### config.mk
export PLATFORM = sky130hd
export DESIGN_NAME = pixel_window_shifter
export DESIGN_NICKNAME = d
export VERILOG_FILES = /design/src/rtl/pixel_window_pkg.sv /design/src/rtl/window_shift_reg.sv /design/src/rtl/pixel_window_shifter.sv
export SDC_FILE = /design/constraint.sdc
export NUM_CORES = 1
export LEC_CHECK = 0
export CAP_MARGIN = 20
export CORE_MARGIN = 2
export CORE_UTILIZATION = 30
export DETAILED_ROUTE_END_ITERATION = 12
export PLACE_DENSITY = 0.55
export SLEW_MARGIN = 20
export SYNTH_ARGS = -nofsm -noshare
export SYNTH_HDL_FRONTEND = slang
export SYNTH_SLANG_ARGS = --single-unit
export TNS_END_PERCENT = 50
### constraint.sdc
create_clock -name clk -period 3.1 [get_ports clk]
set_input_delay 0.62 -clock clk [delete_from_list [all_inputs] [get_ports clk]]
set_output_delay 0.62 -clock clk [all_outputs]
set_load 0.02 [all_outputs]
### src/rtl/pixel_window_pkg.sv
// Shared types and helpers for the pixel window shifter.
package pixel_window_pkg;

  typedef enum logic [1:0] {
    IDLE,
    RUN,
    FLUSH
  } state_t;

  // Counter width that stays >= 1 bit for tiny ranges.
  function automatic int unsigned cnt_w(input int unsigned n);
    return (n <= 1) ? 1 : $clog2(n);
  endfunction

endpackage

### src/rtl/window_shift_reg.sv
// TAPS-slot pixel window register: load-fill, shift-in from the MSB side, or hold.
module window_shift_reg
  import pixel_window_pkg::*;
#(
  parameter int unsigned DATA_W = 8,
  parameter int unsigned TAPS   = 5
) (
  input  logic                     clk,
  input  logic                     rst,
  input  logic                     i_load,
  input  logic                     i_shift,
  input  logic [DATA_W-1:0]        i_din,
  input  logic [DATA_W-1:0]        i_fill,
  output logic [TAPS*DATA_W-1:0]   o_window
);

  localparam int unsigned WIN_W = TAPS * DATA_W;

  logic [WIN_W-1:0] r_window;

  // Newest pixel enters slot TAPS-1; slot 0 drops out on a shift.
  always_ff @(posedge clk) begin
    if (rst) begin
      r_window <= '0;
    end else if (i_load) begin
      r_window <= {i_din, {(TAPS-1){i_fill}}};
    end else if (i_shift) begin
      r_window <= {i_din, r_window[WIN_W-1:DATA_W]};
    end
  end

  assign o_window = r_window;

endmodule

### src/rtl/pixel_window_shifter.sv
// Sliding horizontal window generator with edge padding per line.
// Define PIXEL_WINDOW_REPLICATE_EN for edge-replication padding (default pads with zero).
module pixel_window_shifter
  import pixel_window_pkg::*;
#(
  parameter int unsigned DATA_W = 8,
  parameter int unsigned TAPS   = 5,
  parameter int unsigned LINE_W = 640
) (
  input  logic                          clk,
  input  logic                          rst,
  input  logic [DATA_W-1:0]             in_pixel,
  input  logic                          in_valid,
  output logic                          in_ready,
  output logic [TAPS*DATA_W-1:0]        out_window,
  output logic                          out_valid,
  input  logic                          out_ready,
  output logic [cnt_w(LINE_W)-1:0]      out_x,
  output logic                          out_eol
);

  localparam int unsigned H   = (TAPS - 1) / 2;
  localparam int unsigned X_W = cnt_w(LINE_W);
  localparam int unsigned F_W = cnt_w(H);

  state_t             r_state, w_state_nxt;
  logic               r_valid, w_valid_nxt;
  logic               r_eol, w_eol_nxt;
  logic [X_W-1:0]     r_x, w_x_nxt;
  logic [X_W-1:0]     r_in_cnt, w_in_cnt_nxt;
  logic [F_W-1:0]     r_flush_cnt, w_flush_cnt_nxt;
  logic               w_free, w_in_ready, w_accept;
  logic               w_load, w_shift;
  logic [DATA_W-1:0]  w_din, w_fill, w_pad;

`ifdef PIXEL_WINDOW_REPLICATE_EN
  logic [DATA_W-1:0]  r_last;

  // Last accepted pixel, replayed as padding during the flush.
  always_ff @(posedge clk) begin
    if (rst) begin
      r_last <= '0;
    end else if (w_accept) begin
      r_last <= in_pixel;
    end
  end

  assign w_pad  = r_last;
  assign w_fill = in_pixel;
`else
  assign w_pad  = '0;
  assign w_fill = '0;
`endif

  assign w_free     = !r_valid || out_ready;
  assign w_in_ready = !rst && w_free && (r_state != FLUSH);
  assign w_accept   = in_valid && w_in_ready;
  assign in_ready   = w_in_ready;

  always_ff @(posedge clk) begin
    if (rst) begin
      r_state <= IDLE;
    end else begin
      r_state <= w_state_nxt;
    end
  end

  always_comb begin
    w_state_nxt     = r_state;
    w_valid_nxt     = r_valid;
    w_in_cnt_nxt    = r_in_cnt;
    w_flush_cnt_nxt = r_flush_cnt;
    w_load          = 1'b0;
    w_shift         = 1'b0;
    w_din           = in_pixel;
    w_x_nxt         = r_x;
    w_eol_nxt       = 1'b0;

    // Everything advances only when the output slot is free; otherwise hold.
    if (w_free) begin
      w_valid_nxt = 1'b0;
      case (r_state)
        IDLE: begin
          if (w_accept) begin
            w_load       = 1'b1;
            w_in_cnt_nxt = X_W'(1);
            w_state_nxt  = RUN;
          end
        end
        RUN: begin
          if (w_accept) begin
            w_shift     = 1'b1;
            w_valid_nxt = (r_in_cnt >= X_W'(H));
            if (r_in_cnt == X_W'(LINE_W - 1)) begin
              w_in_cnt_nxt    = '0;
              w_flush_cnt_nxt = '0;
              w_state_nxt     = FLUSH;
            end else begin
              w_in_cnt_nxt = r_in_cnt + X_W'(1);
            end
          end
        end
        FLUSH: begin
          w_shift     = 1'b1;
          w_din       = w_pad;
          w_valid_nxt = 1'b1;
          if (r_flush_cnt == F_W'(H - 1)) begin
            w_flush_cnt_nxt = '0;
            w_state_nxt     = IDLE;
          end else begin
            w_flush_cnt_nxt = r_flush_cnt + F_W'(1);
          end
        end
        default: begin
          w_state_nxt = IDLE;
        end
      endcase
    end

    if (r_valid && out_ready) begin
      w_x_nxt = (r_x == X_W'(LINE_W - 1)) ? '0 : r_x + X_W'(1);
    end
    w_eol_nxt = w_valid_nxt && (w_x_nxt == X_W'(LINE_W - 1));
  end

  always_ff @(posedge clk) begin
    if (rst) begin
      r_valid     <= 1'b0;
      r_eol       <= 1'b0;
      r_x         <= '0;
      r_in_cnt    <= '0;
      r_flush_cnt <= '0;
    end else begin
      r_valid     <= w_valid_nxt;
      r_eol       <= w_eol_nxt;
      r_x         <= w_x_nxt;
      r_in_cnt    <= w_in_cnt_nxt;
      r_flush_cnt <= w_flush_cnt_nxt;
    end
  end

  window_shift_reg #(
    .DATA_W (DATA_W),
    .TAPS   (TAPS)
  ) u_window (
    .clk      (clk),
    .rst      (rst),
    .i_load   (w_load),
    .i_shift  (w_shift),
    .i_din    (w_din),
    .i_fill   (w_fill),
    .o_window (out_window)
  );

  assign out_valid = r_valid;
  assign out_x     = r_x;
  assign out_eol   = r_eol;

endmodule
==> Yosys cells after proc, flatten, opt, wreduce, memory -nomap -nowiden <==
Index checks and enable logic that the tools add are counted.
W data, S select, Z words.
{ "totals": {"out_inout_bits": 53, "in_bits": 12, "elab_cells": 65, "regBits": 65} }
{ "op_classes": {"n_lt_le_gt_ge": 1, "n_mux": 27, "reduce_logical": 16, "n_eq_ne": 10, "addsub": 3} }
{ "ops": {"columns": ["op", "count"], "rows": [
  ["$mux W40", 2],
  ["$mux W10", 5],
  ["$eq A10 B10 Y1 const B", 3],
  ["$add A10 B1 Y10 const B", 2],
  ["$pmux W10 S2", 1],
  ["$mux W8", 2],
  ["$ge A10 B2 Y1 const B", 1],
  ["$ne A2 B2 Y1 const B", 5],
  ["$mux W1", 9],
  ["$mux W2", 4],
  ["$reduce_and A4 Y1", 2],
  ["$pmux W1 S2", 3],
  ["$pmux W2 S3", 1],
  ["$reduce_bool A2 Y1", 3],
  ["$logic_and A1 B1 Y1", 5],
  ["$reduce_and A5 Y1", 1],
  ["$eq A2 B1 Y1 const B", 1],
  ["$eq A2 B2 Y1 const B", 1],
  ["$logic_not A1 Y1", 2],
  ["$logic_not A2 Y1", 1],
  ["$reduce_or A2 Y1", 1],
  ["$add A1 B1 Y1 const B", 1],
  ["$logic_or A1 B1 Y1", 1]
]} }

==> Logic depth before layout (Yosys ltp) <==
Gate-level depths: netlist of the first run.
{ "depth": {"ltp_word": 10, "ltp_mapped": 8} }

==> Cells and area by module <==
Synthesis of the first run repeated with hierarchy kept, for this count alone.
{ "unflattened": {"hier_cells": 333, "hier_area_um2": 3144.3} }
{ "modules_own_cells": {"columns": ["module", "instances", "cells_per_inst", "area_each_um2"], "rows": [
  ["window_shift_reg", 1, 151, 1650.3],
  ["pixel_window_shifter", 1, 182, 1493.9]
]} }

==> Least setup slack after synthesis of the first run <==
No wires, ideal clock.
{ "synth_timing": {"kind": "input-to-output", "startpoint": "in rst", "endpoint": "out in_ready", "path_slack_ps": 1038, "stages": 3, "t_arrival_ps": 1442, "t_required_ps": 2480, "path_cell_list": "buf_6 -> clkbuf_1 -> nor3_1"} }
{ "synth_via": {"elab_chain_cells": 3} }
{ "synth_rtl": {"columns": ["item", "line", "rtl"], "rows": [
  ["from (decl)", "pixel_window_shifter.sv:11", "input logic rst,"],
  ["$logic_not A1 Y1", "pixel_window_shifter.sv:56", "assign w_in_ready = !rst && w_free && (r_state != FLUSH);"],
  ["$logic_and A1 B1 Y1 (2 in a row)", "pixel_window_shifter.sv:56", null],
  ["to (decl)", "pixel_window_shifter.sv:14", "output logic in_ready,"]
]} }
No other way between the ends.

==> Final worst setup path of the first run <==
{ "layout_timing": {"startpoint": "in out_ready", "endpoint": "out in_ready"} }
{ "layout_via": {"elab_chain_cells": 3} }
{ "layout_rtl": {"columns": ["item", "line", "rtl"], "rows": [
  ["from (decl)", "pixel_window_shifter.sv:17", "input logic out_ready,"],
  ["$logic_or A1 B1 Y1", "pixel_window_shifter.sv:55", "assign w_free = !r_valid || out_ready;"],
  ["$logic_and A1 B1 Y1 (2 in a row)", "pixel_window_shifter.sv:56", null]
]} }
No other way between the ends.

==> results.md, run 1 <==
- The required time of the worst setup path is 2.48 ns.
- After clock tree synthesis, the setup repair step added 0 buffers.
- The proportion of netlist area held by the largest area contributor is 44.8%.
- Entering global routing, the biggest net connects 33 pins.
- Cells with a size suffix above 1 make up 7.61% of the layout.
- The count of warnings emitted by yosys is 0.
- The worst register-to-register path has a depth of 8.
- The static leakage power is 1.61 nW.
- Detailed routing inserted a total of 2438 vias.
- The die covers 10500 um^2.
- The share of the cycle needed by the critical path after routing is 87.1%.
- In this run the critical register-to-register path is captured at r_in_cnt[3]$_SDFFE_PP0P_.
- Counting every net in the synthesized netlist gives 329.
- Setup repair after global routing left no endpoint under its margin.
- The startpoint type of the worst setup path is an input port.
- The finished cells cover 3870 um^2.
- The worst path needs 2.70 ns of the cycle, external delays included.
- The total CTS buffers is 9.
- The post-synthesis to final-layout area growth is 33.1%.
- For the pin with the worst max-slew slack, the measured transition is 0.542 ns.
- After technology mapping, the gate count stands at 311.
- The vertical die dimension is 102 um.
- The netlist uses 47 different library cells.
- Synthesis inferred 65 register bits.
- The placer congestion estimate is 0.815.
- The sink of the worst hold path is u_window.o_window[38]$_SDFFE_PP0P_.
- The nature of the critical path endpoint is an output pin.
- Sequential elements use 44.8% of the synthesized area.
- dfxtp_1 takes more of the synthesized area than any other cell.
- The later pin in the worst-skew pair is clocked with a latency of 0.34 ns.
- For this run, the number of standard cells in the final layout without fillers is 510.
- The final-report max-slew violation count is 0.
- The number of H-tree levels is 3.
- Wires add up to 6.63 mm.
- Before CTS, the worst setup slack after placement is 0.416 ns.
- After synthesis the cells add up to 2910 um^2.
- The placed instances occupy a cell area of 3660 um^2.
- The setup slack of the critical path after layout is 0.399 ns.
- The number of endpoints with negative hold slack in the final report is 0.
- The number of antenna diodes in the final layout is 0.
- The clock tree root buffer cell is clkbuf_8.
- The number of buffers on the longest clock path is 2.
- In this run the horizontal extent of the chip is 102 um.
- For this run, the total global-route usage over all layers was measured as 13.1%.
- The number of buffers added to fix hold violations after cts is 0.
- For this run the aggregate overflow at the end of global routing stands at 0.
- The count of antenna-violating nets left after detailed routing is 0.
- The total half-perimeter wirelength after legalization and detailed placement is 4.67 mm.
- The run finished with clean final reports.
- TritonCTS built the clock tree.
- Along the worst hold path, the cell count comes to 2.
- Before antenna repair, the detailed router went through 4 iterations.
- The count of port buffers added during placement is 64.
- The cell total after placement is 495.
- The number of clock sinks is 65.
- Across the run, the number of max-cap violations was 0.
- The CTS clock-pin slew for the worst setup and hold paths is 0.07 ns.
- 65 I/O pins were placed.
- The total area inside the core boundary comes to 9330 um^2.
- After detailed routing, the average wire length per cell comes to 13.0 um.
- By area the synthesized netlist is led by dfxtp_1, mux2i_1, nor2_1.
- The remaining design rule violation count is 0.
- Of all flip-flops after synthesis, the portion carrying an async set or reset was 0%.
- The class of the most critical setup path is in2out.
- The min-delay analysis places its worst path in the category reg2reg.
- The initialized floorplan defines 35 standard-cell rows.
- The launch point of the worst hold path is u_window.o_window[38]$_SDFFE_PP0P_.
- The largest fanout of any net on the critical path is 6.
- In this run the power density over the cells is 448 nW/um^2.
- The via count of the first global-routing pass is 2257.
- The initial antenna violation count came to 0.
- After detailed routing, the number of vias per cell comes to 4.78.
- Yosys instantiated no cell more often than dfxtp_1.
- The most used flip-flop cell after synthesis is dfxtp_1.
- The total of endpoints with negative setup slack in the final report is 0.
- Static timing analysis puts the maximum clock frequency at 370 MHz.
- The startpoint identified for the worst register-to-register timing path is r_state[0]$_SDFFE_PP0P_.
- IR analysis of the VDD net gives a maximum drop of 0.218 mV.
- Data arrives at the worst endpoint at 2.08 ns.
- The aggregate negative setup slack is 0 ns.
- Counting flops with a built-in enable in the synthesized netlist gives 0.
- The worst slew margin relative to its limit is 63.5%.
- In this run, the number of DRC markers left after iteration 0 of detailed routing was 48.
- The worst setup slack for register-to-register paths is 0.98 ns.
- The worst setup skew after layout is 0.0117 ns.
- In the synthesized netlist, the cells that appear most often are dfxtp_1, nor2_1, mux2i_1, nand2_1, a21oi_1.
- The first global-routing pass estimated 10.9 mm of wire.
- The net count of the finished layout is 395.
- The effective utilization at floorplan is 31.1%.
- Gates resized during post-CTS repair numbered 0.
- The synthesized area per cell is 9.34 um^2.
worst max-delay path, cell delays in order:
cell and delay [ns]:
clkdlybuf4s50_1 0.56, nor2b_1 0.11, nor3_1 0.15, clkdlybuf4s50_1 0.63
how the worst max path moves through the flow:
stage | from | slack (ns) | end
after floorplan | rst | 1.04 | in_ready
after global placement | out_ready | 0.44 | in_ready
after detailed placement | out_ready | 0.42 | in_ready
after CTS | out_ready | 0.40 | in_ready
after global routing | out_ready | 0.32 | in_ready
final | out_ready | 0.40 | in_ready
cell type report:
class	count	area, um^2
clock buffers	11	151
clock inverters	4	51.3
fillers	959	5460
inverters	9	33.8
multi-input cells	222	1470
flip-flops and latches	65	1300
well taps	129	161
repair buffers	70	698
per-layer routing:
layer | wire length [um] | vias to the layer above | GRT usage (%) | share of wire [%]
met5 | 0 | - | 0 | 0
met1 | 3440 | 1128 | 18.1 | 52
met4 | 41 | 0 | 2.97 | 0.62
met2 | 2800 | 64 | 19.9 | 42
li1 | - | 1241 | - | -
met3 | 351 | 5 | 4.51 | 5.3
kinds of logic after synthesis:
family | share of synthesized area, %
and+or+nand+nor | 20.1
DFF | 44.8
AOI/OAI and AO/OA | 12.3
muxes | 13.8
buffers and inverters | 4.65
xor gates and xnor gates | 1.81
adders and majority gates | 2.58
power breakdown:
group          internal, mW  leakage, nW  total, mW  switching [mW]
clock                 0.413        0.102      0.740           0.328
sequential            0.845        0.525      0.855         0.00996
combinational        0.0592        0.983      0.139          0.0795
total                  1.32         1.61       1.73           0.417
placed cells by master (no fill, tap or decap), drive strengths merged, types with 9 or more instances in the layout:
| cell type | n |
|---|---|
| a21oi | 19 |
| clkbuf | 11 |
| clkdlybuf4s50 | 64 |
| dfxtp | 65 |
| inv | 9 |
| mux2i | 40 |
| nand2 | 24 |
| nand4 | 11 |
| nor2 | 45 |
| o21ai | 12 |
metrics by stage:
| stage | power, mW | util [%] | hold WS (ns) |
|---|---|---|---|
| after floorplan | 0.962 | - | 0.466 |
| after global placement | 1.01 | 39.3 | 0.462 |
| after detailed placement | 1.01 | 39.3 | 0.479 |
| after CTS | 1.76 | 41.4 | 0.486 |
| after global routing | 1.81 | 41.4 | 0.515 |
| final | 1.73 | 41.4 | 0.480 |
state kept, by name, indices dropped and copies added, names as in the netlist:
signal / flops
out_eol: 1
out_valid: 1
out_x: 10
r_flush_cnt: 1
r_in_cnt: 10
r_state: 2
u_window.o_window: 40
No activity file was read; power rests on OpenSTA's default activity.
==> inputs of run 2 (changes only) <==
--- a/config.mk
+++ b/config.mk
@@ -9,7 +9,7 @@
 export CORE_MARGIN = 2
 export CORE_UTILIZATION = 30
 export DETAILED_ROUTE_END_ITERATION = 12
-export PLACE_DENSITY = 0.55
+export PLACE_DENSITY_LB_ADDON = 0.1
 export SLEW_MARGIN = 20
 export SYNTH_ARGS = -nofsm -noshare
 export SYNTH_HDL_FRONTEND = slang
==> run 2 against run 1 <==
Final area is 0.36% higher. Worst setup slack worse by 0.025 ns. Clock skew is 0.0056 ns lower. Core utilization is 0.15 points higher. Die area stayed put. Clock power is 9.6% higher. Worst hold slack better by 0.0059 ns. Via count is 0.29% lower. Sequential cell count stayed put. Global-route usage is 0.86 points higher. Clock-buffer cell count is 2 lower.
==> results.md, run 2 (same netlist as run 1, synthesis figures left out) <==
- The cell total after placement is 494 (was 495).
- The effective utilization at floorplan is 31.1% (unchanged).
- The ratio of cells with drive above 1 in the final layout is 7.61% (unchanged).
- The clock insertion delay at the later pin of the skew report is 0.34 ns (about the same).
- The power per cell area is 465 nW/um^2 (was 448 nW/um^2).
- The remaining design rule violation count is 0 (unchanged).
- The worst slew margin relative to its limit was 58.9% (was 63.5%).
- The floorplan row count is 35 (unchanged).
- The worst hold slack is 0.486 ns (was 0.480 ns).
- The share of the cycle needed by the critical path after routing is 87.9% (was 87.1%).
- The number of flip-flops under the largest register name is 40 (unchanged).
- The number of endpoints with negative hold slack in the final report was 0 (unchanged).
- The core outline area was 9330 um^2 (unchanged).
- The hold path depth is 2 (unchanged).
- The leading cell type in the layout, fill and taps excluded is dfxtp_1 (unchanged).
- The number of gates resized after CTS is 0 (unchanged).
- The pin count of the biggest net entering global routing was 33 (unchanged).
- The worst setup slack for register-to-register paths is 0.82 ns (was 0.98 ns).
- The proportion of power drawn by the clock network was 44.9% (was 42.7%).
- The count of antenna-violating nets left after detailed routing came to 0 (unchanged).
- The CTS clock-pin slew for the worst setup and hold paths is 0.07 ns (about the same).
- The achievable frequency is 367 MHz (was 370 MHz).
- The net count reported at finish is 394 (was 395).
- The via count of the first global-routing pass is 2291 (was 2257).
- The sequential share of power is 47.4% (was 49.3%).
- The final cell count without fillers is 510 (unchanged).
- The total of endpoints with negative setup slack in the final report is 0 (unchanged).
- The max-capacitance violation count is 0 (unchanged).
- The via density per instance is 4.77 (was 4.78).
- RSZ-0062 raised after global routing: false (unchanged).
- The switching share of power is 24.4% (was 24.1%).
- The path class of the lowest-slack min-delay path is reg2reg (unchanged).
- The path depth of the worst reg2reg path is 7 (was 8).
- The pin slew with the least headroom to its limit is 0.616 ns (was 0.542 ns).
- The nature of the critical path endpoint is an output pin (unchanged).
- The antenna diode instance count is 0 (unchanged).
- The placer congestion estimate came to 0.757 (was 0.815).
- The global-route wire length before repair is 11.5 mm (was 10.9 mm).
- The total half-perimeter wirelength after legalization and detailed placement is 4.91 mm (was 4.67 mm).
- The buffers inserted during post-CTS setup optimization is 0 (unchanged).
- The detailed-route via count is 2431 (was 2438).
- The final-report max-slew violation count is 0 (unchanged).
- The minimum period implied by the final worst setup slack is 2.73 ns (was 2.70 ns).
- The total wire length after detailed routing is 6.99 mm (was 6.63 mm).
- The internal power was 1.36 mW (was 1.32 mW).
- The detailed-routing iteration count for the pre-antenna-repair pass is 4 (unchanged).
- The fraction of power consumed by combinational cells was 7.7% (was 8.0%).
- The number of top-level pins is 65 (unchanged).
- The pre-CTS worst setup slack is 0.360 ns (was 0.416 ns).
- The number of buffers added to fix hold violations after cts came to 0 (unchanged).
- The sink of the worst hold path is u_window.o_window[37]$_SDFFE_PP0P_ (was u_window.o_window[38]$_SDFFE_PP0P_).
- The width of the die is 102 um (unchanged).
- The number of buffers on the longest clock path is 2 (unchanged).
- The worst reg2reg path startpoint was r_state[0]$_SDFFE_PP0P_ (unchanged).
- The startpoint type of the worst setup path is an input port (unchanged).
- The class of the most critical setup path is in2out (unchanged).
- The post-route standard cell area excluding fillers is 3880 um^2 (was 3870 um^2).
- The worst setup skew after layout is 0.00611 ns (was 0.0117 ns).
- The combined global-route utilization of all metal layers is 14.0% (was 13.1%).
- The CTS tree is built (unchanged).
- The post-placement cell area is 3660 um^2 (about the same).
- The clock tree root buffer cell is clkbuf_8 (unchanged).
- The post-synthesis to final-layout area growth is 33.5% (was 33.1%).
- Result of the run: complete, no violations (unchanged).
- The setup slack of the critical path after layout is 0.374 ns (was 0.399 ns).
- The required time of the worst setup path came to 2.48 ns (about the same).
- The global route total overflow is 0 (unchanged).
- The static leakage power came to 1.62 nW (was 1.61 nW).
- The vertical die dimension is 102 um (unchanged).
- The count of port buffers added during placement is 64 (unchanged).
- The aggregate negative setup slack was 0 ns (unchanged).
- The reg-to-reg endpoint is r_in_cnt[8]$_SDFFE_PP0P_ (was r_in_cnt[3]$_SDFFE_PP0P_).
- The number of H-tree levels was 3 (unchanged).
- The die footprint came to 10500 um^2 (unchanged).
- The final routed wire length divided by cell count is 13.7 um (was 13.0 um).
- The largest voltage drop on the vdd net is 0.190 mV (was 0.218 mV).
- The endpoint arrival time on the critical path was 2.11 ns (was 2.08 ns).
- The number of DRC markers in iteration 0 is 118 (was 48).
- The total CTS buffers was 9 (unchanged).
- The largest fanout of any net on the critical path is 6 (unchanged).
- The launch point of the worst hold path is u_window.o_window[37]$_SDFFE_PP0P_ (was u_window.o_window[38]$_SDFFE_PP0P_).
- Top library cells by usage in the layout, fill and taps aside: dfxtp_1, clkdlybuf4s50_1, nor2_1 (unchanged).
- The number of clock sinks came to 65 (unchanged).
- The initial antenna violation count is 0 (unchanged).
- The power spent charging and discharging nets is 441 uW (was 417 uW).
-- run 2: cell types whose count changed in the layout (fill, tap and decap cells not counted), sizes merged --
cell      change
clkinv        +1
buf           -1
clkbuf        -2
bufinv        +1
inv           +2
clkinvlp      -1
-- run 2: through the flow --
| step | util (%) | total power, mW |
|---|---|---|
| 6_report | 41.6 | 1.81 |
| 2_1_floorplan | - | 0.962 |
| 5_1_grt | 41.6 | 1.88 |
| 3_5_place_dp | 39.2 | 1.01 |
| 4_1_cts | 41.6 | 1.83 |
| 3_3_place_gp | 39.2 | 1.01 |
-- run 2: power groups by stage --
stage	sequential, mW	combinational (mW)	clock (mW)
after detailed placement	0.875	0.140	0
after global routing	0.857	0.152	0.872
after CTS	0.855	0.141	0.835
after global placement	0.874	0.140	0
after floorplan	0.880	0.0826	0
final	0.855	0.139	0.811
-- run 2: worst max-delay path, cell delays in order --
cell and delay, ns:
clkdlybuf4s50_1 0.58, nor2b_1 0.14, nor3_1 0.14, clkdlybuf4s50_1 0.63
-- run 2: layer usage --
metal / global-route usage, % / share of wire (%)
met5: 0 / 0
met4: 5.54 / 1.4
met3: 3.08 / 3.8
met2: 22.0 / 45
met1: 18.8 / 50
-- run 2: cell type report --
cell class	count	area, um^2
Tap cell	129	161
Multi-Input combinational cell	222	1470
Inverter	9	33.8
Clock buffer	9	124
Fill cell	953	5450
Sequential cell	65	1300
Timing Repair Buffer	69	691
Clock inverter	7	100
-- run 2: how the worst max path moves through the flow --
stage,endpoint,slack (ns),cells after the start,from
6_report,in_ready,0.37,4,out_ready
5_1_grt,in_ready,0.28,4,r_state[0]$_SDFFE_PP0P_
4_1_cts,in_ready,0.36,4,out_ready
3_5_place_dp,in_ready,0.36,4,out_ready
3_3_place_gp,in_ready,0.37,4,out_ready
2_1_floorplan,in_ready,1.04,3,rst
==> inputs of run 3 (changes only) <==
--- a/config.mk
+++ b/config.mk
@@ -10,6 +10,7 @@
 export CORE_UTILIZATION = 30
 export DETAILED_ROUTE_END_ITERATION = 12
 export PLACE_DENSITY_LB_ADDON = 0.1
+export SETUP_SLACK_MARGIN = 0.5
 export SLEW_MARGIN = 20
 export SYNTH_ARGS = -nofsm -noshare
 export SYNTH_HDL_FRONTEND = slang
==> run 3 against run 2 <==
Worst setup slack better by 0.24 ns. Final area hardly changed. Critical path type unchanged. Fmax rose by 9.5%. Largest cell class unchanged. Clock-buffer cell count stayed put.
==> results.md, run 3 (same netlist as run 1, synthesis figures left out) <==
- Result of the run: complete, no violations (unchanged).
- The total CTS buffers came to 9 (unchanged).
- The net count reported at finish came to 394 (unchanged).
- The initial antenna violation count is 0 (unchanged).
- The fraction of power consumed by combinational cells is 7.7% (about the same).
- The total of endpoints with negative setup slack in the final report is 0 (unchanged).
- The number of buffers added to fix hold violations after cts is 0 (unchanged).
- The vertical die dimension is 102 um (unchanged).
- The pin count of the biggest net entering global routing came to 33 (unchanged).
- The share of the cycle needed by the critical path after routing is 80.3% (was 87.9%).
- The minimum period implied by the final worst setup slack is 2.49 ns (was 2.73 ns).
- The total power after layout is 1.80 mW (was 1.81 mW).
- The max-capacitance violation count came to 0 (unchanged).
- The core outline area is 9330 um^2 (unchanged).
- The power per cell area came to 465 nW/um^2 (about the same).
- The effective utilization at floorplan came to 31.1% (unchanged).
- The worst slew margin relative to its limit is 58.8% (was 58.9%).
- The CTS clock-pin slew for the worst setup and hold paths is 0.07 ns (about the same).
- The largest voltage drop on the vdd net is 0.190 mV (about the same).
- The class of the most critical setup path is in2out (unchanged).
- The startpoint type of the worst setup path is an input port (unchanged).
- The cell total after placement is 494 (unchanged).
- The area used by multi-input combinational logic is 1470 um^2 (unchanged).
- The number of flip-flops under the largest register name is 40 (unchanged).
- The detailed-route via count was 2432 (was 2431).
- The remaining design rule violation count was 0 (unchanged).
- The proportion of power drawn by the clock network came to 44.9% (about the same).
- The switching share of power is 24.4% (about the same).
- The internal power came to 1.36 mW (about the same).
- The leading cell type in the layout, fill and taps excluded was dfxtp_1 (unchanged).
- The count of port buffers added during placement was 64 (unchanged).
- The width of the die was 102 um (unchanged).
- The nature of the critical path endpoint was an output pin (unchanged).
- The antenna diode instance count is 0 (unchanged).
- The final cell count without fillers is 510 (unchanged).
- The required time of the worst setup path is 2.48 ns (about the same).
- The power spent charging and discharging nets was 441 uW (about the same).
- The final routed wire length divided by cell count is 13.7 um (about the same).
- The achievable frequency is 402 MHz (was 367 MHz).
- The total wire length after detailed routing came to 6.99 mm (about the same).
- The via count of the first global-routing pass came to 2291 (unchanged).
- The via density per instance is 4.77 (about the same).
- The number of buffers on the longest clock path is 2 (unchanged).
- The number of inserted filler cells in the final layout came to 953 (unchanged).
- The path class of the lowest-slack min-delay path was reg2reg (unchanged).
- The clock insertion delay at the later pin of the skew report is 0.34 ns (about the same).
- The detailed-routing iteration count for the pre-antenna-repair pass is 4 (unchanged).
- RSZ-0062 raised after global routing: false (unchanged).
- Top library cells by usage in the layout, fill and taps aside: dfxtp_1, clkdlybuf4s50_1, nor2_1 (unchanged).
- The static leakage power is 1.62 nW (about the same).
- The global route total overflow is 0 (unchanged).
- The CTS tree is built (unchanged).
- The floorplan row count is 35 (unchanged).
- The endpoint arrival time on the critical path is 1.87 ns (was 2.11 ns).
- The total half-perimeter wirelength after legalization and detailed placement is 4.91 mm (unchanged).
- The combined global-route utilization of all metal layers is 14.0% (unchanged).
- The post-synthesis to final-layout area growth is 33.5% (about the same).
- The sequential share of power came to 47.4% (about the same).
- The clock tree root buffer cell is clkbuf_8 (unchanged).
- The number of top-level pins came to 65 (unchanged).
- The number of endpoints with negative hold slack in the final report is 0 (unchanged).
- The footprint of the flip-flops and latches is 1300 um^2 (unchanged).
- The pin slew with the least headroom to its limit is 0.617 ns (was 0.616 ns).
- The largest fanout of any net on the critical path came to 6 (unchanged).
- The die footprint was 10500 um^2 (unchanged).
- The ratio of cells with drive above 1 in the final layout is 7.61% (unchanged).
- The worst setup skew after layout is 0.00612 ns (was 0.00611 ns).
- The count of antenna-violating nets left after detailed routing was 0 (unchanged).
- The number of H-tree levels is 3 (unchanged).
- The number of DRC markers in iteration 0 is 118 (unchanged).
- The number of clock sinks is 65 (unchanged).
- The placer congestion estimate is 0.757 (unchanged).
- The global-route wire length before repair was 11.5 mm (unchanged).
- The final-report max-slew violation count came to 0 (unchanged).
- The aggregate negative setup slack is 0 ns (unchanged).
## run 3: cell types whose count changed in the layout (fill, tap and decap cells not counted)
cell	delta
clkdlybuf4s50_1	-1
dlygate4sd2_1	+1
## run 3: final timing paths
path | from | end | slack (ns) | depth (start not counted)
max | out_ready | in_ready | 0.61 | 4
min | u_window.o_window[37]$_SDFFE_PP0P_ | u_window.o_window[37]$_SDFFE_PP0P_ | 0.49 | 2
max reg2reg | r_state[0]$_SDFFE_PP0P_ | r_in_cnt[8]$_SDFFE_PP0P_ | 0.82 | 7
min reg2reg | u_window.o_window[37]$_SDFFE_PP0P_ | u_window.o_window[37]$_SDFFE_PP0P_ | 0.49 | 2
## run 3: routing by layer
layer  GRT usage (%)  vias to the layer above  wire length [um]
met4            5.54                        0                96
li1                -                     1239                 -
met1            18.8                     1132              3480
met2            22.0                       52              3160
met3            3.08                        9               258
met5               0                        -                 0
## run 3: metrics by stage
stage / instance area [um^2] / hold slack (ns) / utilization, % / setup WS (ns)
after floorplan: 2910 / 0.466 / - / 1.04
after CTS: 3880 / 0.493 / 41.6 / 0.603
final: 3880 / 0.486 / 41.6 / 0.611
after global routing: 3880 / 0.521 / 41.6 / 0.569
after global placement: 3660 / 0.464 / 39.2 / 0.369
after detailed placement: 3660 / 0.481 / 39.2 / 0.360
## run 3: cell type report
cell class,count,share of cell area [%]
flip-flops and latches,65,33.5
well taps,129,4.16
clock buffers,9,3.19
multi-input cells,222,37.9
clock inverters,7,2.58
inverters,9,0.871
repair buffers,69,17.8
## run 3: critical path, cell delays in order
cell	delay [ns]
clkdlybuf4s50_1	0.51
nor2b_1	0.32
nor3_1	0.07
dlygate4sd2_1	0.34
## run 3: power by group through the flow
stage / Combinational, mW / Sequential [mW] / Clock (mW)
floorplan: 0.0826 / 0.880 / 0
CTS: 0.140 / 0.855 / 0.835
finish: 0.139 / 0.855 / 0.811
global placement: 0.140 / 0.874 / 0
detailed placement: 0.140 / 0.875 / 0
global route: 0.152 / 0.857 / 0.872
## run 3: repair_timing
item | 4_1_cts | 5_1_grt
setup endpoints to repair | 1 | 0
resized for setup | 1 | 0
buffers inserted | 0 | 0
